**config.mk**
```make
export PLATFORM = sky130hd
export DESIGN_NAME = tdm_mux4
export DESIGN_NICKNAME = d
export VERILOG_FILES = /design/src/rtl/tdm_mux4.sv
export SDC_FILE = /design/constraint.sdc
export NUM_CORES = 1
export LEC_CHECK = 0
export CAP_MARGIN = 20
export CELL_PAD_IN_SITES_DETAIL_PLACEMENT = 0
export CELL_PAD_IN_SITES_GLOBAL_PLACEMENT = 2
export CORE_MARGIN = 4
export CORE_UTILIZATION = 19
export CTS_CLUSTER_DIAMETER = 80
export CTS_CLUSTER_SIZE = 28
export DETAILED_ROUTE_END_ITERATION = 8
export HOLD_SLACK_MARGIN = 0.12
export PLACE_DENSITY_LB_ADDON = 0.08
export SLEW_MARGIN = 25
export SYNTH_ARGS = -nofsm -noshare
export SYNTH_HDL_FRONTEND = slang
export SYNTH_SLANG_ARGS = --single-unit
```
**constraint.sdc**
```tcl
create_clock -name clk -period 2.4 [get_ports clk]
set_input_delay 0.36 -clock clk [delete_from_list [all_inputs] [get_ports clk]]
set_output_delay 0.36 -clock clk [all_outputs]
set_load 0.01 [all_outputs]
```
**src/rtl/tdm_mux4.sv**
```systemverilog
// rtl/tdm_mux4.sv - 4-lane round-robin time-division multiplexer
// Gathers four valid/ready lanes onto one registered, lane-tagged output beat.
module tdm_mux4 #(
   parameter int WIDTH = 8
) (
   input  logic               clk,
   input  logic               rst_n,
   input  logic               en,
   input  logic [3:0]         in_valid,
   input  logic [4*WIDTH-1:0] in_data,
   output logic [3:0]         in_ready,
   output logic               out_valid,
   output logic [WIDTH-1:0]   out_data,
   output logic [1:0]         out_sel,
   input  logic               out_ready
);

   typedef enum logic {
      EMPTY = 1'b0,
      FULL  = 1'b1
   } state_t;

   state_t           state_q, state_d;
   logic [WIDTH-1:0] out_data_q, out_data_d;
   logic [1:0]       out_sel_q, out_sel_d;
   logic [1:0]       last_grant_q, last_grant_d;

   logic             load;
   logic             found;
   logic [1:0]       grant;
   logic [1:0]       idx;

   // Search starts one past the last winner, so the previous winner is tried last.
   always_comb begin
      grant = last_grant_q;
      found = 1'b0;
      idx   = 2'd0;
      for (int k = 1; k <= 4; k++) begin
         idx = last_grant_q + 2'(k);
         if (!found && in_valid[idx]) begin
            grant = idx;
            found = 1'b1;
         end
      end
   end

   // rst_n is folded in so no lane sees a handshake while the block is held in reset.
   assign load = rst_n & en & found & ((state_q == EMPTY) | out_ready);

   always_comb begin
      in_ready = 4'b0000;
      if (load) begin
         in_ready[grant] = 1'b1;
      end
   end

   always_comb begin
      state_d      = state_q;
      out_data_d   = out_data_q;
      out_sel_d    = out_sel_q;
      last_grant_d = last_grant_q;
      if (load) begin
         state_d      = FULL;
         out_data_d   = in_data[grant*WIDTH +: WIDTH];
         out_sel_d    = grant;
         last_grant_d = grant;
      end else if ((state_q == FULL) && out_ready) begin
         state_d = EMPTY;
      end
   end

   always_ff @(posedge clk or negedge rst_n) begin
      if (!rst_n) begin
         state_q      <= EMPTY;
         out_data_q   <= '0;
         out_sel_q    <= 2'd0;
         last_grant_q <= 2'd3;
      end else begin
         state_q      <= state_d;
         out_data_q   <= out_data_d;
         out_sel_q    <= out_sel_d;
         last_grant_q <= last_grant_d;
      end
   end

   assign out_valid = (state_q == FULL);
   assign out_data  = out_data_q;
   assign out_sel   = out_sel_q;

endmodule

```
==> impl_metrics.tcl, run 1 <==
set metrics [dict create \
    grt_pass1_wl_um 4610 \
    synth-simple-area-share_pct 23.7 \
    die-area_sq_um 5770 \
    yosysUniqueCellTypes 26 \
    maxCapViolations 0 \
    top_layer_used "met4" \
    ios 55 \
    synth_top_family_by_area "simple AND/OR/NAND/NOR gates" \
    synth_edf_count 0 \
    synthMuxAreaShare_pct 11.4 \
    ys.warnings.count 0 \
    synthArstFlopShare_pct 100 \
    rsz0062_at_grt "false" \
    ys_seq_area_share_pct 37.4 \
    required_ns 2.04 \
    drive_gt1_share_pct 16.6 \
    p_per_area_nw_per_um2 785 \
    tritoncts.num_buffers 3 \
    cp_max_fo 3 \
    cts_tree "yes" \
    r2r-end "out_data[6]" \
    first_global_vias 967 \
    hp-start "out_sel[0]" \
    wirelength_um 2910 \
    max_freq_ghz 0.433 \
    placementRows 24 \
    tns_ns 0 \
    post-dp-hpwl_um 2280 \
    track_usage_pct 9.90 \
    worst_slew_pin_slew_ns 0.807 \
    ys.flop_type "dfrtp_1" \
    synth.area.top_cells "dfrtp_1 (31%), mux2i_1 (11%), a21boi_1 (7.7%), nand2b_1 (7.1%), nor2_1 (6.4%)" \
    core_area_sq_um 4410 \
    cp_cell_sequence "clkdlybuf4s50_1 -> or4_1 -> and4_4 -> nand2_2 -> nor2_1 -> dlygate4sd2_1" \
    synth-compound-area-share_pct 22.1 \
    stdcell_area_sq_um 1600 \
    met2WireLength_um 1430 \
    place_area_sq_um 1540 \
    final_util_pct 36.3 \
    synth_fa_ha_area_share_pct 0 \
    cp-end-kind "output port" \
    status "finished, final reports clean" \
    ir_drop_v 0.000254 \
    grt_start_max_net_pins 15 \
    synth_top_area_cell "dfrtp_1" \
    place_inst 211 \
    worst_setup_path_start_kind "primary input" \
    setup_viol 0 \
    die_w_um 75.9 \
    reg2regPathDepth 6 \
    synth.avg_cell_area_sq_um 9.23 \
    fill_cells 446 \
    routedWlPerCell_um 13.5 \
    worstHoldPathType "reg2reg" \
    initial_core_util_pct 19.9 \
    vias 938 \
    fin_cells 215 \
    maxSlewHeadroom_pct 46.0 \
    critical-path-slowest-cell "or4_1" \
    cts_sinks 13 \
    clock_path_buffers 2 \
    yosysMostFrequentCell "nor2_1" \
    remaining_drc_errors 0 \
    die_y_um 75.9 \
    post-place-ws_ns -0.176 \
    clk_pin_slew_ns 0.06 \
    wl_met3_um 187 \
    synth_xor_area_share_pct 0 \
    htree_levels 1 \
    diodes 0 \
    cts-root-buf "clkbuf_8" \
    antenna_found_initial 0 \
    nNetsFinal 204 \
    globalplace.congestion 0.684 \
    critPathKind "in2out" \
    synth_area_sq_um 877 \
    fin_crit_sh_pct 96.2 \
    overflow 0 \
    cts_hold_buf 0 \
    drt_iter0_drc 21 \
    ant_nets 0 \
    synth_common_cells "nor2_1 (15), dfrtp_1 (11), mux2i_1 (10), nand2_1 (10), nand2b_1 (10)" \
    post_drt_via_cell_ratio 4.36 \
    wl_met1_um 1250 \
    setup_slack_ns 0.0920 \
    r2r_setup_slack_ns 0.26 \
    hold_path_end "out_sel[0]" \
    place.port_buffers 54 \
    arrival_ns 1.95 \
    synth_top_area_share_pct 31.4 \
    final-max-slew-violation-count 0 \
    final-hold-violation-count 0 \
    syn_nets 135 \
    area_growth_pct 82.6 \
    min_path_cells 1 \
    clock_latency_ns 0.24 \
    crit_path_max_incr_delay_ns 0.55 \
    fin_skew_ns 0.00149 \
    post-route-min-period_ns 2.31 \
    dr.pass1.iters 4 \
    netlist_instances 95 \
    p_leak_uw 0.000677 \
    r2r_start "last_grant_q[1]" \
    synth_seq_cells 13 \
]
## power breakdown
part           switching [uW]  internal (uW)
Clock                    80.8            117
Sequential               70.0            313
Combinational             268            408
Total                     419            839
## cell type report
cell class	count	area, sq um	share of cell area, %
sequential	13	328	20.5
inverter	1	3.75	0.234
clock buffer	4	45.0	2.81
timing repair buffer	68	636	39.7
tap	52	65.1	4.06
multi-input combinational	77	524	32.7
## how the worst max path moves through the flow
| stage | endpoint | cells after the start | start | slack [ns] |
|---|---|---|---|---|
| floorplan | in_ready[0] | 7 | last_grant_q[1] | 0.38 |
| detailed placement | in_ready[0] | 6 | in_valid[0] | -0.18 |
| global placement | in_ready[0] | 6 | in_valid[0] | -0.14 |
| finish | in_ready[0] | 6 | in_valid[1] | 0.09 |
| global route | in_ready[3] | 7 | in_valid[3] | 0.004 |
| CTS | in_ready[0] | 6 | in_valid[1] | 0.05 |
## critical path: cells and delay by family
kind / cells / cell delay, ns
and+or+nand+nor: 4 / 0.89
buffers and inverters: 2 / 0.70
## metrics by stage
step	hold WS [ns]	power (uW)
3_5_place_dp	0.480	1050
4_1_cts	0.493	1260
5_1_grt	0.540	1360
3_3_place_gp	0.475	1050
6_report	0.488	1260
2_1_floorplan	0.0644	735
## kinds of logic (layout without fill, tap and decap cells)
family                 count (synthesis)  after routing
flip-flops                            13             13
AO/OA/AOI/OAI                         24             24
buffers and inverters                  5             73
multiplexers                          10             10
AND/OR/NAND/NOR                       43             43
## timing repair
action                                 in CTS  in global routing
setup endpoints to repair                   4                  2
endpoints found under the hold margin       0                  0
resized for setup                           7                  6
cloned                                      0                  0
buffers inserted                            0                  0
## layer usage
metal  vias up  GRT usage [%]
met4         0           4.27
met5         -              0
met1       427           11.5
li1        475              -
met3         4           2.84
met2        32           16.8
## state kept, by name, indices dropped and copies added, names as in the netlist
register	count
last_grant_q	2
out_data	8
out_sel	2
out_valid	1
## placed cells by master, fill, tap and decap left out, types with 2 or more instances in the layout
cell	instances
nand2_1	10
dlygate4sd2_1	4
dfrtp_1	11
buf_4	14
dfstp_2	2
mux2i_1	8
nor3_1	3
clkdlybuf4s50_1	49
a21boi_1	9
clkbuf_8	3
nand2b_1	10
nor2_1	15
a31oi_1	8
Power figures use the tool's default switching activity.
==> run 2: changes to the inputs <==
Settings changed: GPL_ROUTABILITY_DRIVEN set to 0, SKIP_CTS_REPAIR_TIMING set to 1, SLEW_MARGIN 25 to not set.
==> impl_metrics.tcl, run 2 (same netlist as run 1, synthesis figures left out) <==
set metrics [dict create \
    tritoncts.num_buffers 3 \
    diodes 0 \
    cts-root-buf "clkbuf_8" \
    setup_viol 0 \
    track_usage_pct 9.82 \
    fin_skew_ns 0.00135 \
    p_per_area_nw_per_um2 775 \
    final-max-slew-violation-count 0 \
    ios 55 \
    fill_cells 447 \
    critical-path-slowest-cell "or4_1" \
    required_ns 2.04 \
    nNetsFinal 204 \
    die_y_um 75.9 \
    critPathKind "in2out" \
    place.port_buffers 54 \
    post-dp-hpwl_um 2280 \
    fin_crit_sh_pct 92.5 \
    place_inst 211 \
    worst_setup_path_start_kind "primary input" \
    max_freq_ghz 0.450 \
    fin_cells 215 \
    drive_gt1_share_pct 14.7 \
    core_area_sq_um 4410 \
    clk_pin_slew_ns 0.06 \
    ant_nets 0 \
    status "finished, final reports clean" \
    wirelength_um 2900 \
    cts_tree "yes" \
    p_leak_uw 0.000739 \
    worstHoldPathType "reg2reg" \
    ir_drop_v 0.000253 \
    final-hold-violation-count 0 \
    area_growth_pct 83.5 \
    clock_latency_ns 0.24 \
    clock_path_buffers 2 \
    drt_iter0_drc 25 \
    post-route-min-period_ns 2.22 \
    hold_ws_ns 0.489 \
    remaining_drc_errors 0 \
    rsz0062_at_grt "false" \
    grt_start_max_net_pins 15 \
    die-area_sq_um 5770 \
    final_cell_mix "clkdlybuf4s50_1 (49), nor2_1 (15), buf_4 (14)" \
    dr.pass1.iters 4 \
    maxSlewHeadroom_pct 46.0 \
    layout_commonest_cell "clkdlybuf4s50_1" \
    grt_pass1_wl_um 4560 \
    crit_path_max_incr_delay_ns 0.54 \
    cp_cell_sequence "clkdlybuf4s50_1 -> or4_1 -> and4_1 -> nand2_2 -> nor2_1 -> dlymetal6s2s_1" \
    maxCapViolations 0 \
    antenna_found_initial 0 \
    worst_slew_pin_slew_ns 0.807 \
    placementRows 24 \
    post_drt_via_cell_ratio 4.36 \
    largest_reg_flops 8 \
    htree_levels 1 \
    cts_sinks 13 \
    initial_core_util_pct 19.9 \
    tns_ns 0 \
    die_w_um 75.9 \
    vias 937 \
    overflow 0 \
    cp-end-kind "output port" \
    first_global_vias 958 \
    arrival_ns 1.86 \
    routedWlPerCell_um 13.5 \
    cp_max_fo 3 \
]
[run 2: layer usage]
| layer | global-route usage (%) | part of all wire (%) | vias up |
|---|---|---|---|
| met5 | 0 | 0 | - |
| met4 | 4.27 | 1.6 | 0 |
| met3 | 2.84 | 6.3 | 4 |
| met2 | 16.6 | 49 | 32 |
| met1 | 11.4 | 43 | 425 |
| li1 | - | - | 476 |
[run 2: metrics by stage]
step	setup WS [ns]	cell area [sq um]	util [%]	power [uW]
after global routing	0.0285	1610	36.5	1350
after detailed placement	-0.176	1540	35.0	1050
after floorplan	0.382	877	-	735
after CTS	-0.182	1590	36.0	1260
after global placement	-0.144	1540	35.0	1050
final	0.179	1610	36.5	1250
[run 2: worst paths after layout]
check / start / endpoint / slack, ns / cells after the start
max: in_valid[1] / in_ready[0] / 0.18 / 6
min: out_sel[0] / out_sel[0] / 0.49 / 1
min in group asynchronous: rst_n / out_data[2] / 0.52 / 2
max reg2reg: last_grant_q[1] / out_data[6] / 0.30 / 6
min reg2reg: out_sel[0] / out_sel[0] / 0.49 / 1
max in group asynchronous: rst_n / last_grant_q[1] / 1.64 / 2
[run 2: area by class of cell]
| type | count | area (sq um) | area share, % |
|---|---|---|---|
| clock buffers | 4 | 45.0 | 2.80 |
| inverters | 1 | 3.75 | 0.233 |
| multi-input cells | 77 | 509 | 31.6 |
| flip-flops and latches | 13 | 328 | 20.4 |
| well taps | 52 | 65.1 | 4.04 |
| repair buffers | 68 | 658 | 40.9 |
[run 2: critical path: cells and delay by family]
kind                   cells  cell delay (ns)
AND/OR/NAND/NOR            4             0.91
buffers and inverters      2             0.60
[run 2: power breakdown]
group	total, uW	switching (uW)	internal (uW)
Sequential	378	65.5	313
Clock	198	80.9	117
Combinational	670	267	404
==> run 3: changes to the inputs <==
Settings changed: PLACE_DENSITY_LB_ADDON 0.08 to 0.1.
==> impl_metrics.tcl, run 3 (same netlist as run 1, synthesis figures left out) <==
set metrics [dict create \
    grt_pass1_wl_um 4910 \
    post-dp-hpwl_um 2380 \
    arrival_ns 1.82 \
    tritoncts.num_buffers 3 \
    post_drt_via_cell_ratio 4.36 \
    setup_slack_ns 0.219 \
    maxCapViolations 0 \
    fill_cells 451 \
    worstHoldPathType "reg2reg" \
    final_cell_mix "clkdlybuf4s50_1 (48), nor2_1 (15), buf_4 (14)" \
    final-max-slew-violation-count 0 \
    overflow 0 \
    wirelength_um 2960 \
    nNetsFinal 204 \
    routedWlPerCell_um 13.8 \
    switching_share_pct 33.1 \
    antenna_found_initial 0 \
    p_int_uw 839 \
    critPathKind "in2out" \
    max_freq_ghz 0.458 \
    cp-end-kind "output port" \
    power_switching_uw 416 \
    largest_reg_flops 8 \
    post-route-min-period_ns 2.18 \
    ios 55 \
    power_frac_seq_pct 30.3 \
    clk_pin_slew_ns 0.05 \
    die_w_um 75.9 \
    cp_max_fo 3 \
    worst_setup_path_start_kind "primary input" \
    cts_sinks 13 \
    crit_path_max_incr_delay_ns 0.54 \
    p_clk_share_pct 15.4 \
    dr.pass1.iters 4 \
    first_global_vias 1019 \
    post-place-ws_ns -0.164 \
    power_uw 1250 \
    ir_drop_v 0.000270 \
    p_comb_share_pct 54.3 \
    fin_skew_ns 0.00110 \
    status "finished, final reports clean" \
    critical-path-slowest-cell "or4_1" \
    required_ns 2.04 \
    rsz0062_at_grt "false" \
    final-hold-violation-count 0 \
    p_per_area_nw_per_um2 773 \
    ant_nets 0 \
    clock_latency_ns 0.24 \
    cts_tree "yes" \
    diodes 0 \
    initial_core_util_pct 19.9 \
    p_leak_uw 0.000750 \
    die_y_um 75.9 \
    place_inst 209 \
    drt_iter0_drc 33 \
    die-area_sq_um 5770 \
    multiInputGateArea_sq_um 520 \
    grt_start_max_net_pins 14 \
    vias 937 \
    fin_crit_sh_pct 90.9 \
    cp_cell_sequence "clkdlybuf4s50_1 -> or4_1 -> and4_4 -> nand2_2 -> nor2_1 -> dlymetal6s2s_1" \
    cts-root-buf "clkbuf_8" \
    core_area_sq_um 4410 \
    layout_commonest_cell "clkdlybuf4s50_1" \
    drive_gt1_share_pct 15.3 \
    worst_slew_pin_slew_ns 0.796 \
    htree_levels 1 \
    place.port_buffers 54 \
    setup_viol 0 \
    fin_cells 215 \
    seq_area_sq_um 328 \
    remaining_drc_errors 0 \
    area_growth_pct 85.0 \
    track_usage_pct 10.5 \
    clock_path_buffers 2 \
    placementRows 24 \
    maxSlewHeadroom_pct 46.7 \
]
[run 3: area by class of cell]
class,count,share of cell area [%]
clock buffer,4,2.78
multi-input combinational,77,32.1
timing repair buffer,68,40.7
tap,52,4.01
inverter,1,0.231
sequential,13,20.2
[run 3: per-layer routing]
metal,global-route usage (%),share of wire [%],up-vias
li1,-,-,474
met1,12.4,44,433
met2,18.8,51,28
met3,3.08,4.6,2
met4,1.60,0.47,0
met5,0,0,-
[run 3: worst max-delay path, delay by kind of cell]
family / cells / cell delay [ns]
AND/OR/NAND/NOR: 4 / 0.87
buffers and inverters: 2 / 0.59
[run 3: power groups by stage]
stage	clock network, uW	registers (uW)	logic [uW]
after global placement	0	377	656
after floorplan	0	394	342
after CTS	204	375	668
final	193	381	681
after global routing	218	394	752
after detailed placement	0	378	665
[run 3: final timing paths]
kind | start | to | slack [ns] | depth (start not counted)
setup / recovery | in_valid[1] | in_ready[0] | 0.22 | 6
hold / removal | out_sel[0] | out_sel[0] | 0.49 | 1
setup reg to reg | last_grant_q[1] | out_data[4] | 0.27 | 6
hold reg to reg | out_sel[0] | out_sel[0] | 0.49 | 1
max in group asynchronous | rst_n | last_grant_q[0] | 1.62 | 2
min in group asynchronous | rst_n | out_sel[1] | 0.55 | 2
[run 3: metrics by stage]
step | hold WS [ns] | setup TNS [ns] | utilization [%] | cell area (sq um)
detailed placement | 0.482 | -0.869 | 34.6 | 1530
finish | 0.491 | 0 | 36.8 | 1620
global placement | 0.485 | -0.717 | 34.6 | 1530
floorplan | 0.0644 | 0 | - | 877
CTS | 0.495 | -0.766 | 35.7 | 1570
global route | 0.545 | 0 | 36.8 | 1620
